<file path="config.mk">
export PLATFORM = sky130hd
export DESIGN_NAME = fft_spi_tx
export DESIGN_NICKNAME = d
export VERILOG_FILES = /design/src/rtl/fft_spi_tx.sv
export SDC_FILE = /design/constraint.sdc
export NUM_CORES = 1
export LEC_CHECK = 0
export CAP_MARGIN = 10
export CORE_ASPECT_RATIO = 1.1
export CORE_MARGIN = 5
export CORE_UTILIZATION = 52
export DETAILED_ROUTE_END_ITERATION = 8
export PLACE_DENSITY = 0.76
export SYNTH_ARGS = -nofsm -noshare
export SYNTH_HDL_FRONTEND = slang
export SYNTH_SLANG_ARGS = --single-unit
</file>
<file path="constraint.sdc">
create_clock -name clk -period 1.9 [get_ports clk]
set_input_delay 0.285 -clock clk [delete_from_list [all_inputs] [get_ports clk]]
set_output_delay 0.285 -clock clk [all_outputs]
set_load 0.02 [all_outputs]
</file>
<file path="src/rtl/fft_spi_tx.sv">
// fft_spi_tx: streams FFT result words to an SPI slave (mode 0, MSB first) in fixed-length cs_n frames.
// Optional feature: define FFT_SPI_TX_HEADER_EN to prepend an 0xA5-pattern sync word to every frame.
module fft_spi_tx #(
   parameter int unsigned DATA_W      = 16,
   parameter int unsigned CLK_DIV     = 4,
   parameter int unsigned FRAME_WORDS = 64
) (
   input  logic              clk,
   input  logic              rst,
   input  logic [DATA_W-1:0] din,
   input  logic              din_valid,
   output logic              din_ready,
   output logic              sclk,
   output logic              mosi,
   output logic              cs_n,
   output logic              frame_done,
   output logic              underrun
);

`ifdef FFT_SPI_TX_HEADER_EN
   localparam int unsigned HDR_WORDS = 1;
   localparam logic [DATA_W-1:0] SYNC_WORD = DATA_W'({((DATA_W + 7) / 8){8'hA5}});
`else
   localparam int unsigned HDR_WORDS = 0;
`endif
   localparam int unsigned TOTAL_WORDS = FRAME_WORDS + HDR_WORDS;
   localparam int unsigned DIV_W       = $clog2(CLK_DIV + 1);
   localparam int unsigned BIT_W       = $clog2(DATA_W + 1);
   localparam int unsigned WORD_W      = $clog2(TOTAL_WORDS + 1);

   typedef enum logic [2:0] {
      IDLE  = 3'd0,
      SHIFT = 3'd1,
      STALL = 3'd2,
      HOLD  = 3'd3,
      GAP   = 3'd4
   } state_t;

   state_t state, state_nxt, prev_state;

   logic [DATA_W-1:0] hold;
   logic              hold_full;
   logic              rdy_en;
   logic [DATA_W-1:0] sh;
   logic [DIV_W-1:0]  div_cnt;
   logic              phase;
   logic [BIT_W-1:0]  bit_cnt;
   logic [WORD_W-1:0] word_cnt;

   logic              accept;
   logic              div_end;
   logic              last_bit;
   logic              last_word;
   logic              word_end;
   logic              load_hold;
   logic [DATA_W-1:0] first_word;

   logic sclk_c, mosi_c, cs_n_c, frame_done_c, underrun_c;

   assign din_ready = rdy_en && !hold_full;
   assign accept    = din_valid && din_ready;
   assign div_end   = (div_cnt == DIV_W'(CLK_DIV - 1));
   assign last_bit  = (bit_cnt == BIT_W'(DATA_W - 1));
   assign last_word = (word_cnt == WORD_W'(TOTAL_WORDS - 1));
   assign word_end  = (state == SHIFT) && phase && div_end && last_bit;

`ifdef FFT_SPI_TX_HEADER_EN
   assign first_word = SYNC_WORD;
`else
   assign first_word = hold;
`endif

   // State register; prev_state lets the output logic detect state entry.
   always_ff @(posedge clk or posedge rst) begin
      if (rst) begin
         state      <= IDLE;
         prev_state <= IDLE;
      end else begin
         state      <= state_nxt;
         prev_state <= state;
      end
   end

   // Next-state logic.
   always_comb begin
      state_nxt = state;
      case (state)
         IDLE:    if (hold_full) state_nxt = SHIFT;
         SHIFT: begin
            if (word_end) begin
               if (last_word)      state_nxt = HOLD;
               else if (hold_full) state_nxt = SHIFT;
               else                state_nxt = STALL;
            end
         end
         STALL:   if (hold_full) state_nxt = SHIFT;
         HOLD:    if (div_end) state_nxt = GAP;
         GAP:     if (div_end) state_nxt = IDLE;
         default: state_nxt = IDLE;
      endcase
   end

   // Hold slot is consumed whenever its word moves into the shifter.
   always_comb begin
      load_hold = 1'b0;
      case (state)
`ifdef FFT_SPI_TX_HEADER_EN
         IDLE:    load_hold = 1'b0;
`else
         IDLE:    load_hold = hold_full;
`endif
         SHIFT:   load_hold = hold_full && word_end && !last_word;
         STALL:   load_hold = hold_full;
         default: load_hold = 1'b0;
      endcase
   end

   // Single-entry holding register.
   always_ff @(posedge clk or posedge rst) begin
      if (rst) begin
         hold      <= '0;
         hold_full <= 1'b0;
         rdy_en    <= 1'b0;
      end else begin
         rdy_en <= 1'b1;
         if (load_hold) begin
            hold_full <= 1'b0;
         end else if (accept) begin
            hold      <= din;
            hold_full <= 1'b1;
         end
      end
   end

   // Shifter and bit/word timing counters.
   always_ff @(posedge clk or posedge rst) begin
      if (rst) begin
         sh       <= '0;
         div_cnt  <= '0;
         phase    <= 1'b0;
         bit_cnt  <= '0;
         word_cnt <= '0;
      end else begin
         case (state)
            IDLE: begin
               div_cnt  <= '0;
               phase    <= 1'b0;
               bit_cnt  <= '0;
               word_cnt <= '0;
               if (hold_full) sh <= first_word;
            end
            SHIFT: begin
               if (div_end) begin
                  div_cnt <= '0;
                  phase   <= ~phase;
                  if (phase) begin
                     if (last_bit) begin
                        bit_cnt  <= '0;
                        word_cnt <= last_word ? '0 : word_cnt + WORD_W'(1);
                        if (load_hold) sh <= hold;
                     end else begin
                        bit_cnt <= bit_cnt + BIT_W'(1);
                        sh      <= {sh[DATA_W-2:0], 1'b0};
                     end
                  end
               end else begin
                  div_cnt <= div_cnt + DIV_W'(1);
               end
            end
            STALL: begin
               if (hold_full) sh <= hold;
            end
            HOLD, GAP: begin
               div_cnt <= div_end ? '0 : div_cnt + DIV_W'(1);
            end
            default: begin
               div_cnt <= '0;
            end
         endcase
      end
   end

   // Output decode from the current state.
   always_comb begin
      sclk_c       = 1'b0;
      cs_n_c       = 1'b1;
      mosi_c       = sh[DATA_W-1];
      frame_done_c = 1'b0;
      underrun_c   = 1'b0;
      case (state)
         SHIFT: begin
            sclk_c = phase;
            cs_n_c = 1'b0;
         end
         STALL: begin
            cs_n_c     = 1'b0;
            underrun_c = (prev_state != STALL);
         end
         HOLD: begin
            cs_n_c = 1'b0;
         end
         GAP: begin
            frame_done_c = (prev_state != GAP);
         end
         default: begin
            cs_n_c = 1'b1;
         end
      endcase
   end

   // Output registers.
   always_ff @(posedge clk or posedge rst) begin
      if (rst) begin
         sclk       <= 1'b0;
         mosi       <= 1'b0;
         cs_n       <= 1'b1;
         frame_done <= 1'b0;
         underrun   <= 1'b0;
      end else begin
         sclk       <= sclk_c;
         mosi       <= mosi_c;
         cs_n       <= cs_n_c;
         frame_done <= frame_done_c;
         underrun   <= underrun_c;
      end
   end

endmodule

</file>
## Word-level counts from Yosys, hierarchy flattened

Cells that the tools add are included.

- Logic and storage cells: 92
- Register bits after elaboration: 61
- Output and inout port bits: 6
- Bits in latches: 0
- RAM bits: 0
- Input port bits: 19
- Bits in read-only memories: 0
- Memories: 0

- $mul: 0
- $lt $le $gt $ge: 0
- Bitwise logic cells: 2
- Reduce and logical (&&, ||, !) cells: 22
- Mux-type cells: 33
- Shift operators: 0
- $add $sub $neg: 3
- Div/mod/pow operators: 0
- Equal/unequal tests: 17

Operators with widths:

| operator | count |
|---|---|
| 2-to-1 mux 16 bit | 5 |
| one-hot mux 16 bit (2 select lines) | 1 |
| 2-to-1 mux 7 bit | 4 |
| 2-to-1 mux 3 bit | 5 |
| 2-to-1 mux 5 bit | 3 |
| one-hot mux 7 bit (2 select lines) | 1 |
| != test 2 bit (second input constant) | 6 |
| one-hot mux 3 bit (4 select lines) | 1 |
| one-hot mux 5 bit (2 select lines) | 1 |
| equality test 3 x 2 -> 1 bit (second input constant) | 3 |
| AND reduction 4 bit | 2 |
| adder 7 x 1 -> 7 bit (second input constant) | 1 |
| equality test 7 x 6 -> 1 bit (second input constant) | 1 |
| logical AND 1 bit | 7 |
| 2-to-1 mux 1 bit | 7 |
| != test 3 bit (second input constant) | 2 |
| one-hot mux 3 bit (2 select lines) | 1 |
| nonzero test 2 bit | 3 |
| OR reduction 3 bit | 2 |
| adder 5 x 1 -> 5 bit (second input constant) | 1 |
| equality test 5 x 4 -> 1 bit (second input constant) | 1 |
| AND reduction 5 bit | 1 |
| 2-to-1 mux 2 bit | 2 |
| one-hot mux 1 bit (2 select lines) | 2 |
| 11 further kinds | 14 |

## Depth between registers and ports, before layout

- Depth in word-level cells: 12
- Gate-level depth with buffers: 6
- Gate-level depth less buffers: 5

## Least setup slack after synthesis

No wires, ideal clock.

- Path kind: register to register
- From: reg bit_cnt[0]
- To: reg sh[14]
- Data required time: 1.775 ns
- Clock period less this slack: 1.887 ns
- Cell stages (with the launch flop): 7
- Path slack: 0.013 ns
- Setup time: 0.125 ns
- Arrival: 1.762 ns
- Path buffers: 1
- Cells stage by stage: dfrtp_1 > ha_1 > and4b_2 > nor2_4 > buf_6 > mux2_2 > mux2_4

- Longest elaborated chain between the ends: 7
- Elaborated cells on any way between the ends: 11
- Classes of those cells: eq/ne: 2; mux: 5; reduce/logical: 4

RTL lines:

| item | RTL line | source |
|---|---|---|
| from (decl) | 47 | `logic [BIT_W-1:0] bit_cnt;` |
| from (signal assigned) | 162 | `bit_cnt <= bit_cnt + BIT_W'(1);` |
| equality test 5 x 4 -> 1 bit (*) | 63 | `assign last_bit = (bit_cnt == BIT_W'(DATA_W - 1));` |
| logical AND 1 bit | 65 | `assign word_end = (state == SHIFT) && phase && div_end && last_bit;` |
| logical AND 1 bit (2 in series) | 112 | `SHIFT: load_hold = hold_full && word_end && !last_word;` |
| one-hot mux 1 bit (2 select lines) | 106 | `case (state)` |
| != test 3 bit (no source line) | - |  |
| AND reduction 5 bit (no source line) | - |  |
| to (signal assigned) | 150 | `if (hold_full) sh <= first_word;` |
| to (signal assigned) | 160 | `if (load_hold) sh <= hold;` |
| to (signal assigned) | 163 | `sh <= {sh[DATA_W-2:0], 1'b0};` |
| to (decl) | 44 | `logic [DATA_W-1:0] sh;` |

Every way passes the cells marked *; elsewhere a longest branch is shown, timed or not. The select of a mux whose other input is x is not followed.
A chain may end at the register's enable or synchronous reset.

## Worst setup path after layout

- From: reg bit_cnt[0]
- To: reg sh[12]

Same word-level chain as after synthesis.

==> summary.md <==
| Metric | Value |
|---|---|
| Critical setup path kind | reg -> reg |
| Peak Freq | between 500 and 600 MHz |
| Number of clock sinks | 61 |
| Die H | 88.1 µm |
| Antenna diode count | 0 |
| DRC marker count from the first detailed-route iteration | 94 |
| Class of the worst hold path | in -> async |
| Part of the Yosys area used for sequential elements | 53.0% |
| Count of nets left with antenna violations after detail routing | 0 |
| Yosys reg bits | 61 |
| Filler cell count in the final layout | 422 |
| Worst vdd ir | 647 µV |
| Netlist Area Pre-Place | 2880 µm² |
| Count of synthesis-stage warnings from yosys | 0 |
| Clock edge transition at the registers on the reported setup and hold paths | 0.07 ns |
| Die Area | 7140 µm² |
| Crit path time final | 1.84 ns |
| Initial standard-cell utilization of the core | 53.5% |
| Clock tree from TritonCTS | done |
| Root buf cell | sky130_fd_sc_hd__clkbuf_8 |
| Post-synth EDFFs | 0 |
| Setup violators final | 0 |
| Busiest layer in global routing | met2 |
| Number of max-cap violations | 0 |
| First-pass GRT wire length | 9.24 mm |
| CTS max path bufs | 2 |
| Nature of the critical path startpoint | flop |
| Via density per instance | 5.48 |
| GP Congestion | about 0.79 |
| Gate Count Post-Synth | 224 |
| Skew-Pair Late Insertion Delay | roughly 0.34 ns |
| Detailed-placement wirelength estimate | 3.61 mm |
| Most common cell in the netlist | sky130_fd_sc_hd__dfrtp_1 |
| Number of pins with negative max-slew slack in the final report | 0 |
| Leak | 1.56 nW |
| Final-report hold violation count | 0 |
| Total number of placement rows | 28 |
| Post-synthesis cell type with the largest combined area | sky130_fd_sc_hd__dfrtp_1 |
| Maximum number of pins on one net before global-route repair | 62 |
| Net Count, Synth | 246 |
| Num CTS Buffers | 9 |
| Total routing resource utilization after global routing | 17.4% |
| Critical Path RT | between 2 and 2.5 ns |
| Largest cells by area after synthesis | sky130_fd_sc_hd__dfrtp_1, sky130_fd_sc_hd__mux2_2, sky130_fd_sc_hd__mux2_4 |
| GR met1 Demand/Resource | between 20% and 30% |
| Met2 Track Usage GR | 27.0% |
| Number of hold buffers added after cts | 0 |
| Count of pins on the block boundary | 25 |
| CP Data Arrival Time | 2.06 ns |
| Routing usage on met3 | 4.63% |
| Final routed wire length divided by cell count | 15.9 µm |
| Power per standard cell area | 1450 nW/µm² |
| Commonest cells post-synth | sky130_fd_sc_hd__dfrtp_1, sky130_fd_sc_hd__mux2_2, sky130_fd_sc_hd__nand2_1, sky130_fd_sc_hd__mux2_4, sky130_fd_sc_hd__o21ai_0 |
| Outcome | finished, final reports clean |
| Congestion Overflow GR | 0 |
| Via count of the first global-routing pass | about 1.9k |
| Post-route clock period utilization | 96.9% |
| Fraction of synthesis flops using an asynchronous set or reset pin | 100% |
| Length of the first detailed-routing pass in iterations | 4 |
| Worst slack at placement | roughly 0.034 ns |
| Setup TNS after final layout | 0 ns |
| Number of H-tree levels | 3 |
| Routed wire length | 5.51 mm |
| Core Util, Final | 65.0% |
| Area share of the largest cell type after synthesis | 52.1% |
| Die boundary width | 81.0 µm |
| Core region area | about 5400 µm² |
| P&R area growth vs syn | 21.6% |
| Share of layout cells above drive strength 1 | 34.6% |
| Worst Setup Slack, final | approximately 0.060 ns |
| Maximum fanout encountered on the critical timing path | 16 |
| Initial antenna violation count | 0 |
| Layout Skew | 0.0104 ns |
| Post-layout net count | just under 300 |
| Element type at the critical path end | flop |
| Total via count in the routed design | 1,903 |
| Avg Cell Area, Syn | between 10 and 15 µm² |
| Leading register cell type out of synthesis | sky130_fd_sc_hd__dfrtp_1 |
| Count of input and output buffers | 24 |
| Unrepaired setup endpoints after global routing | false |
| Number of distinct library cells after synthesis | 57 |
| DR DRC count | 0 |
[per-layer routing]
metal / part of all wire (%) / wire length (µm)
met5: 0 / 0
met4: 1.4 / 78
met3: 5.2 / 286
met2: 49 / 2690
met1: 45 / 2460
[what timing repair did]
item | CTS | global route
pin swaps | 0 | 2
setup buffers | 0 | 2
resized for setup | 1 | 1
endpoints found under the setup margin | 1 | 17
[cell families after synthesis]
logic type,share of synthesized area [%]
DFF,53.0
and+or+nand+nor,11.7
muxes,20.0
AOI/OAI and AO/OA,10.2
buffers and inverters,3.38
adders and majority gates,1.30
other,0.130
xor gates and xnor gates,0.304
[stage by stage]
step	hold slack, ns	total power, W	cell area [µm²]	std cells
global route	0.354	0.00541	3510	347
global placement	0.372	0.00381	3280	329
detailed placement	0.380	0.00388	3280	329
floorplan	0.354	0.00341	2880	224
CTS	0.323	0.00505	3480	345
finish	0.317	0.00508	3510	347
[registers in the layout, indices dropped and copies added, names as in the netlist]
| signal | count |
|---|---|
| rdy_en | 1 |
| frame_done | 1 |
| hold_full | 1 |
| mosi | 1 |
| div_cnt | 3 |
| prev_state | 3 |
| sclk | 1 |
| bit_cnt | 5 |
| sh | 16 |
| word_cnt | 7 |
| state | 3 |
| underrun | 1 |
| phase | 1 |
| first_word | 16 |
| cs_n | 1 |
[cells in the final DEF (no fill, tap or decap), types with 2 or more instances in the layout]
cell,instances
sky130_fd_sc_hd__a211oi_1,2
sky130_fd_sc_hd__a21o_1,2
sky130_fd_sc_hd__a21oi_1,4
sky130_fd_sc_hd__a221o_1,2
sky130_fd_sc_hd__a22o_1,2
sky130_fd_sc_hd__a31oi_1,2
sky130_fd_sc_hd__and2_1,2
sky130_fd_sc_hd__buf_12,3
sky130_fd_sc_hd__buf_4,13
sky130_fd_sc_hd__clkbuf_8,10
sky130_fd_sc_hd__clkdlybuf4s50_1,23
sky130_fd_sc_hd__clkinv_2,2
sky130_fd_sc_hd__clkinvlp_4,3
sky130_fd_sc_hd__dfrtp_1,60
sky130_fd_sc_hd__ha_1,2
sky130_fd_sc_hd__inv_1,6
sky130_fd_sc_hd__mux2_2,37
sky130_fd_sc_hd__mux2_4,10
sky130_fd_sc_hd__nand2_1,14
sky130_fd_sc_hd__nand2b_1,2
sky130_fd_sc_hd__nand3_1,5
sky130_fd_sc_hd__nand3b_1,3
sky130_fd_sc_hd__nand4_1,2
sky130_fd_sc_hd__nor2_1,5
sky130_fd_sc_hd__nor2b_1,5
sky130_fd_sc_hd__o21a_1,2
sky130_fd_sc_hd__o21ai_0,10
sky130_fd_sc_hd__o22ai_1,3
sky130_fd_sc_hd__or2_2,2
[layout make-up]
type	count	area, µm²	share of cell area, %
flip-flops and latches	61	1530	43.6
multi-input cells	148	1260	36.0
repair buffers	40	397	11.3
clock buffers	10	138	3.93
well taps	75	93.8	2.68
clock inverters	6	62.6	1.78
inverters	7	26.3	0.749
[worst paths after layout]
| kind | from | endpoint | slack (ns) | depth (start not counted) |
|---|---|---|---|---|
| max in group asynchronous | rst | cs_n | 1.29 | 3 |
| hold / removal | rst | phase | 0.32 | 3 |
| setup reg to reg | bit_cnt[0] | sh[12] | 0.06 | 6 |
| setup / recovery | bit_cnt[0] | sh[12] | 0.06 | 6 |
| min in group clk | sh[15] | mosi | 0.39 | 0 |
| hold reg to reg | sh[15] | mosi | 0.39 | 0 |
[worst max-delay path, stage by stage (launching register included)]
cell and delay (ns):
sky130_fd_sc_hd__dfrtp_1 0.39, sky130_fd_sc_hd__ha_2 0.21, sky130_fd_sc_hd__and4b_2 0.25, sky130_fd_sc_hd__nor2_4 0.11, sky130_fd_sc_hd__buf_12 0.15, sky130_fd_sc_hd__mux2_2 0.34
sky130_fd_sc_hd__mux2_2 0.27
[where the power goes]
group          leakage (nW)  total (W)  switching (W)  internal, W
clock                0.0943    0.00115       0.000518     0.000636
sequential            0.771    0.00205       0.000300      0.00175
combinational         0.696    0.00187       0.000779      0.00109
total                  1.56    0.00508        0.00160      0.00348
Power figures use the tool's default switching activity.
